$ cat src/rtl/reg_file_if.sv
// Register-file port bundle: two combinational read ports, one write port, commit counter.
interface reg_file_if;
    logic [4:0]  rs1_addr;
    logic [4:0]  rs2_addr;
    logic [31:0] rs1_data;
    logic [31:0] rs2_data;
    logic        we;
    logic [4:0]  rd_addr;
    logic [31:0] rd_data;
    logic [31:0] wr_count;

    modport master (
        output rs1_addr, rs2_addr, we, rd_addr, rd_data,
        input  rs1_data, rs2_data, wr_count
    );

    modport slave (
        input  rs1_addr, rs2_addr, we, rd_addr, rd_data,
        output rs1_data, rs2_data, wr_count
    );
endinterface

$ cat src/rtl/reg_file.sv
// RV32I 32x32 register file, x0 hardwired to zero, with committed-write counter.
// Optional RF_BYPASS_EN: write-first forwarding of rd_data onto same-address reads.
module reg_file #(
    parameter logic [31:0] SP_INIT = 32'h0000_0FFC,
    parameter logic [31:0] GP_INIT = 32'h0000_0000
) (
    input  logic       clk,
    input  logic       rst,
    reg_file_if.slave  bus
);
    logic [31:0] regs_q [1:31];
    logic [31:0] wr_count_q;
    logic [31:0] wr_count_d;
    logic        wr_commit;

    assign wr_commit  = bus.we && (bus.rd_addr != 5'd0);
    assign wr_count_d = wr_commit ? wr_count_q + 32'd1 : wr_count_q;

    always_ff @(posedge clk) begin
        if (rst) begin
            for (int i = 1; i < 32; i++) begin
                if (i == 2)      regs_q[i] <= SP_INIT;
                else if (i == 3) regs_q[i] <= GP_INIT;
                else             regs_q[i] <= '0;
            end
            wr_count_q <= '0;
        end else begin
            if (wr_commit) regs_q[bus.rd_addr] <= bus.rd_data;
            wr_count_q <= wr_count_d;
        end
    end

    function automatic logic [31:0] rd_port(input logic [4:0] addr);
        logic [31:0] val;
        val = (addr == 5'd0) ? 32'd0 : regs_q[addr];
`ifdef RF_BYPASS_EN
        // Forward the in-flight write; x0 is excluded by wr_commit.
        if (!rst && wr_commit && (addr == bus.rd_addr)) val = bus.rd_data;
`endif
        return val;
    endfunction

    assign bus.rs1_data = rd_port(bus.rs1_addr);
    assign bus.rs2_data = rd_port(bus.rs2_addr);
    assign bus.wr_count = wr_count_q;
endmodule

$ cat src/flat_wrapper.sv
// flat-port wrapper written by rule: the top's interface ports become plain ports
module reg_file_flat 
#(
    parameter logic [31:0] SP_INIT = 32'h0000_0FFC,
    parameter logic [31:0] GP_INIT = 32'h0000_0000
)
  (clk, rst, bus_rs1_addr, bus_rs2_addr, bus_we, bus_rd_addr, bus_rd_data, bus_rs1_data, bus_rs2_data, bus_wr_count);
  reg_file_if bus_i ();
  input  logic clk;
  input  logic rst;
  input wire logic [$bits(bus_i.rs1_addr)-1:0] bus_rs1_addr;
  input wire logic [$bits(bus_i.rs2_addr)-1:0] bus_rs2_addr;
  input wire logic [$bits(bus_i.we)-1:0] bus_we;
  input wire logic [$bits(bus_i.rd_addr)-1:0] bus_rd_addr;
  input wire logic [$bits(bus_i.rd_data)-1:0] bus_rd_data;
  output wire logic [$bits(bus_i.rs1_data)-1:0] bus_rs1_data;
  output wire logic [$bits(bus_i.rs2_data)-1:0] bus_rs2_data;
  output wire logic [$bits(bus_i.wr_count)-1:0] bus_wr_count;
  assign bus_i.rs1_addr = bus_rs1_addr;
  assign bus_i.rs2_addr = bus_rs2_addr;
  assign bus_i.we = bus_we;
  assign bus_i.rd_addr = bus_rd_addr;
  assign bus_i.rd_data = bus_rd_data;
  assign bus_rs1_data = bus_i.rs1_data;
  assign bus_rs2_data = bus_i.rs2_data;
  assign bus_wr_count = bus_i.wr_count;
  reg_file #(.SP_INIT(SP_INIT), .GP_INIT(GP_INIT)) u_core (.clk(clk), .rst(rst), .bus(bus_i));
endmodule
$ cat config.mk
export PLATFORM = sky130hd
export DESIGN_NAME = reg_file_flat
export DESIGN_NICKNAME = d
export VERILOG_FILES = /design/src/rtl/reg_file_if.sv /design/src/rtl/reg_file.sv /design/src/flat_wrapper.sv
export SDC_FILE = /design/constraint.sdc
export NUM_CORES = 2
export LEC_CHECK = 0
export ABC_CLOCK_PERIOD_IN_PS = 5000
export CAP_MARGIN = 20
export CORE_ASPECT_RATIO = 0.75
export CORE_MARGIN = 5
export CORE_UTILIZATION = 30
export DETAILED_ROUTE_END_ITERATION = 6
export PLACE_DENSITY = 0.5
export SYNTH_ARGS = -nofsm -noshare
export SYNTH_HDL_FRONTEND = slang
export SYNTH_SLANG_ARGS = --single-unit
$ cat constraint.sdc
create_clock -name clk -period 5 [get_ports clk]
set_clock_uncertainty 0.15 [all_clocks]
set_input_delay 1.5 -clock clk [delete_from_list [all_inputs] [get_ports clk]]
set_output_delay 1.5 -clock clk [all_outputs]
set_load 0.01 [all_outputs]
==> reports/metrics.cfg <==
[run_status]
run_status=complete, but fails checks
violations=setup timing

[worst_setup_path]
crit_fanout=6
crit_required_ps=3350
cp-end-kind=output port
arrival_ps=3420
start_kind=primary input
path_class=primary input to output port

[floorplanning]
die_w_um=510
core_um2=186000
die_height_um=385
initial_core_util_pct=30.2
num_rows=137
die_area_um2=196000
pin_count=146

[logic_synthesis]
synth_warnings=0
synth_top_family_by_area=multiplexers
netlist_instances=3847
synth_async_sr_flop_share_pct=0
synthTopCellsByCount=1024 x edfxtp_1, 990 x and2_1, 448 x mux4_2
ys_top_cells_by_area=edfxtp_1 55%, mux4_2 18%, and2_1 11%
synthMuxAreaShare_pct=21.6
synth_top_area_share_pct=54.7
synth_flop_cell=edfxtp_1
synth_xor_area_share_pct=0.0467
synth-compound-area-share_pct=5.01
seq_area_frac_synth_pct=55.8
synth_fa_ha_area_share_pct=0.0222
synth_cell_types=51
synthSimpleGateAreaFrac_pct=14.2
synth_top_area_cell=edfxtp_1
synth_edf_count=1024
yosys_register_bits=1056
synth_most_common_cell=edfxtp_1
avgSynthCellArea_um2=14.6
syn_area_um2=56300

[clocking]
cts_buffers=110
clk_latency_ps=760
cts_tree=done
clk_pin_slew_worst_paths_ps=60
hold_buffers=0
cts_root_buffer=clkbuf_16
htree_levels=3
clock_sinks=1056
clock_path_buffers=3

[placement]
io_buffers=145
dp_hpwl_um=146000
gp_congestion=0.850
placed_cells=6681

[timing]
clock.fmax_mhz=197
max_slew_margin_pct=28.9
whs_ps=349
drv_slew=0
worstMarginPinSlew_ps=1060
hold_viol=0
finalSetupViolCount=18
finalCriticalPeriod_ps=5070
rsz0062_at_grt=true
tns_ps=-525
setup_slack_ps=-70.9
final.period_utilization_pct=101

[global_routing]
grt_first_pass_wirelength_um=319000
grt_pass1_vias=38700
grtUsageTotal_pct=23.3
grt_start_max_net_pins=35
antenna_found_initial=31
grt_remaining_overflow=0

[pwr]
pwr-share-seq_pct=46.7
cellPowerDensity_nw_per_um2=307
pwr-share-clk_pct=37.1
combPwrFrac_pct=16.2
switching_share_pct=26.6
leakagePower_uw=0.0254
p_int_uw=16400
power.switching_uw=5950
peakVddDrop_uv=310

[cells_and_area]
final_nets=4482
layout-drive-gt1-share_pct=38.6
syn_to_final_growth_pct=29.3
finalNonFillerCells=7037

[flow_run]
maxCapViolCount=0

[detailed_routing]
viasPerCell=5.58
firstDrtPassIters=6
first_iter_violations=5776
ant_nets=0
wl_per_cell_um=33.1
routed_wl_um=233000
vias=39300
drc=0

[worst_hold_path]
hold_path.class=register to register

==> path summary, 6_finish.rpt <==
| path | startpoint | end | slack [ps] | cells after the start |
|---|---|---|---|---|
| max | bus_rs1_addr[1] | bus_rs1_data[22] | -70 | 11 |
| min | u_core.bus.wr_count[6] | u_core.bus.wr_count[6] | 350 | 2 |
| max reg2reg | u_core.bus.wr_count[3] | u_core.bus.wr_count[27] | 2660 | 4 |
| min reg2reg | u_core.bus.wr_count[6] | u_core.bus.wr_count[6] | 350 | 2 |
==> critical path, cell delays in order <==
cell,delay [ps]
buf_16,140
buf_12,160
buf_12,120
buf_16,130
buf_12,140
mux4_2,290
nor2b_4,150
a211oi_4,320
buf_4,190
a311oi_4,40
buf_2,180
==> cells in the final DEF (no fill, tap or decap), drive strengths merged, types with 51 or more instances in the layout <==
cell type      instances
o2111ai               51
mux4                 448
a211oi                64
mux2i                129
edfxtp              1024
buf                  767
clkdlybuf4s50         70
nand2                111
a311oi                64
and2                 990
o21ai                 86
clkbuf               142
nor2b                 73
a22oi                 64
mux2                  69
==> final cells by class <==
type                    count  area, µm²
clock buffers             134       2860
flip-flops and latches   1056      31400
inverters                   7       43.8
well taps                2502       3130
diodes                     14       35.0
fillers                 17300     113000
multi-input cells        2402      25100
clock inverters            68        593
repair buffers            854       9570
==> routing by layer <==
layer  global-route usage [%]  vias to the layer above  share of wire [%]
met4                     6.76                        4                3.1
li1                         -                    16000                  -
met5                        0                        -             0.0090
met2                     34.8                     2318                 44
met3                     6.28                      376                 12
met1                     33.1                    20600                 41
==> per-stage QoR <==
stage | total power (µW) | utilization (%) | area (µm²) | worst slack [ps]
detailed placement | 13700 | 35.0 | 65200 | -1040
global route | 23000 | 39.1 | 72700 | -75.6
floorplan | 12000 | - | 56400 | 406
global placement | 13700 | 35.0 | 65100 | -1110
CTS | 22300 | 38.7 | 72000 | -137
finish | 22300 | 39.1 | 72800 | -70.9
==> repair_timing <==
item,CTS,global route
gates cloned,18,3
endpoints found under the setup margin,64,48
pin swaps,71,45
setup buffers,129,27
gates resized for setup,658,122
==> state kept, by name, summed over array words and instances, names as in the netlist <==
signal	flops
u_core.regs_q	1024
u_core.bus.wr_count	32
==> kinds of logic after synthesis <==
| logic type | Yosys count |
|---|---|
| AOI/OAI and AO/OA | 386 |
| muxes | 646 |
| and+or+nand+nor | 1334 |
| DFF | 1056 |
| other | 1 |
| adders and majority gates | 1 |
| xor gates and xnor gates | 3 |
| buffers and inverters | 420 |
==> power groups by stage <==
stage | clock network [µW] | logic, µW | registers [µW]
6_report | 8270 | 3630 | 10400
5_1_grt | 8760 | 3740 | 10500
4_1_cts | 8390 | 3510 | 10400
3_5_place_dp | 0 | 3150 | 10600
3_3_place_gp | 0 | 3150 | 10600
2_1_floorplan | 0 | 1550 | 10500
Power figures use the tool's default switching activity.
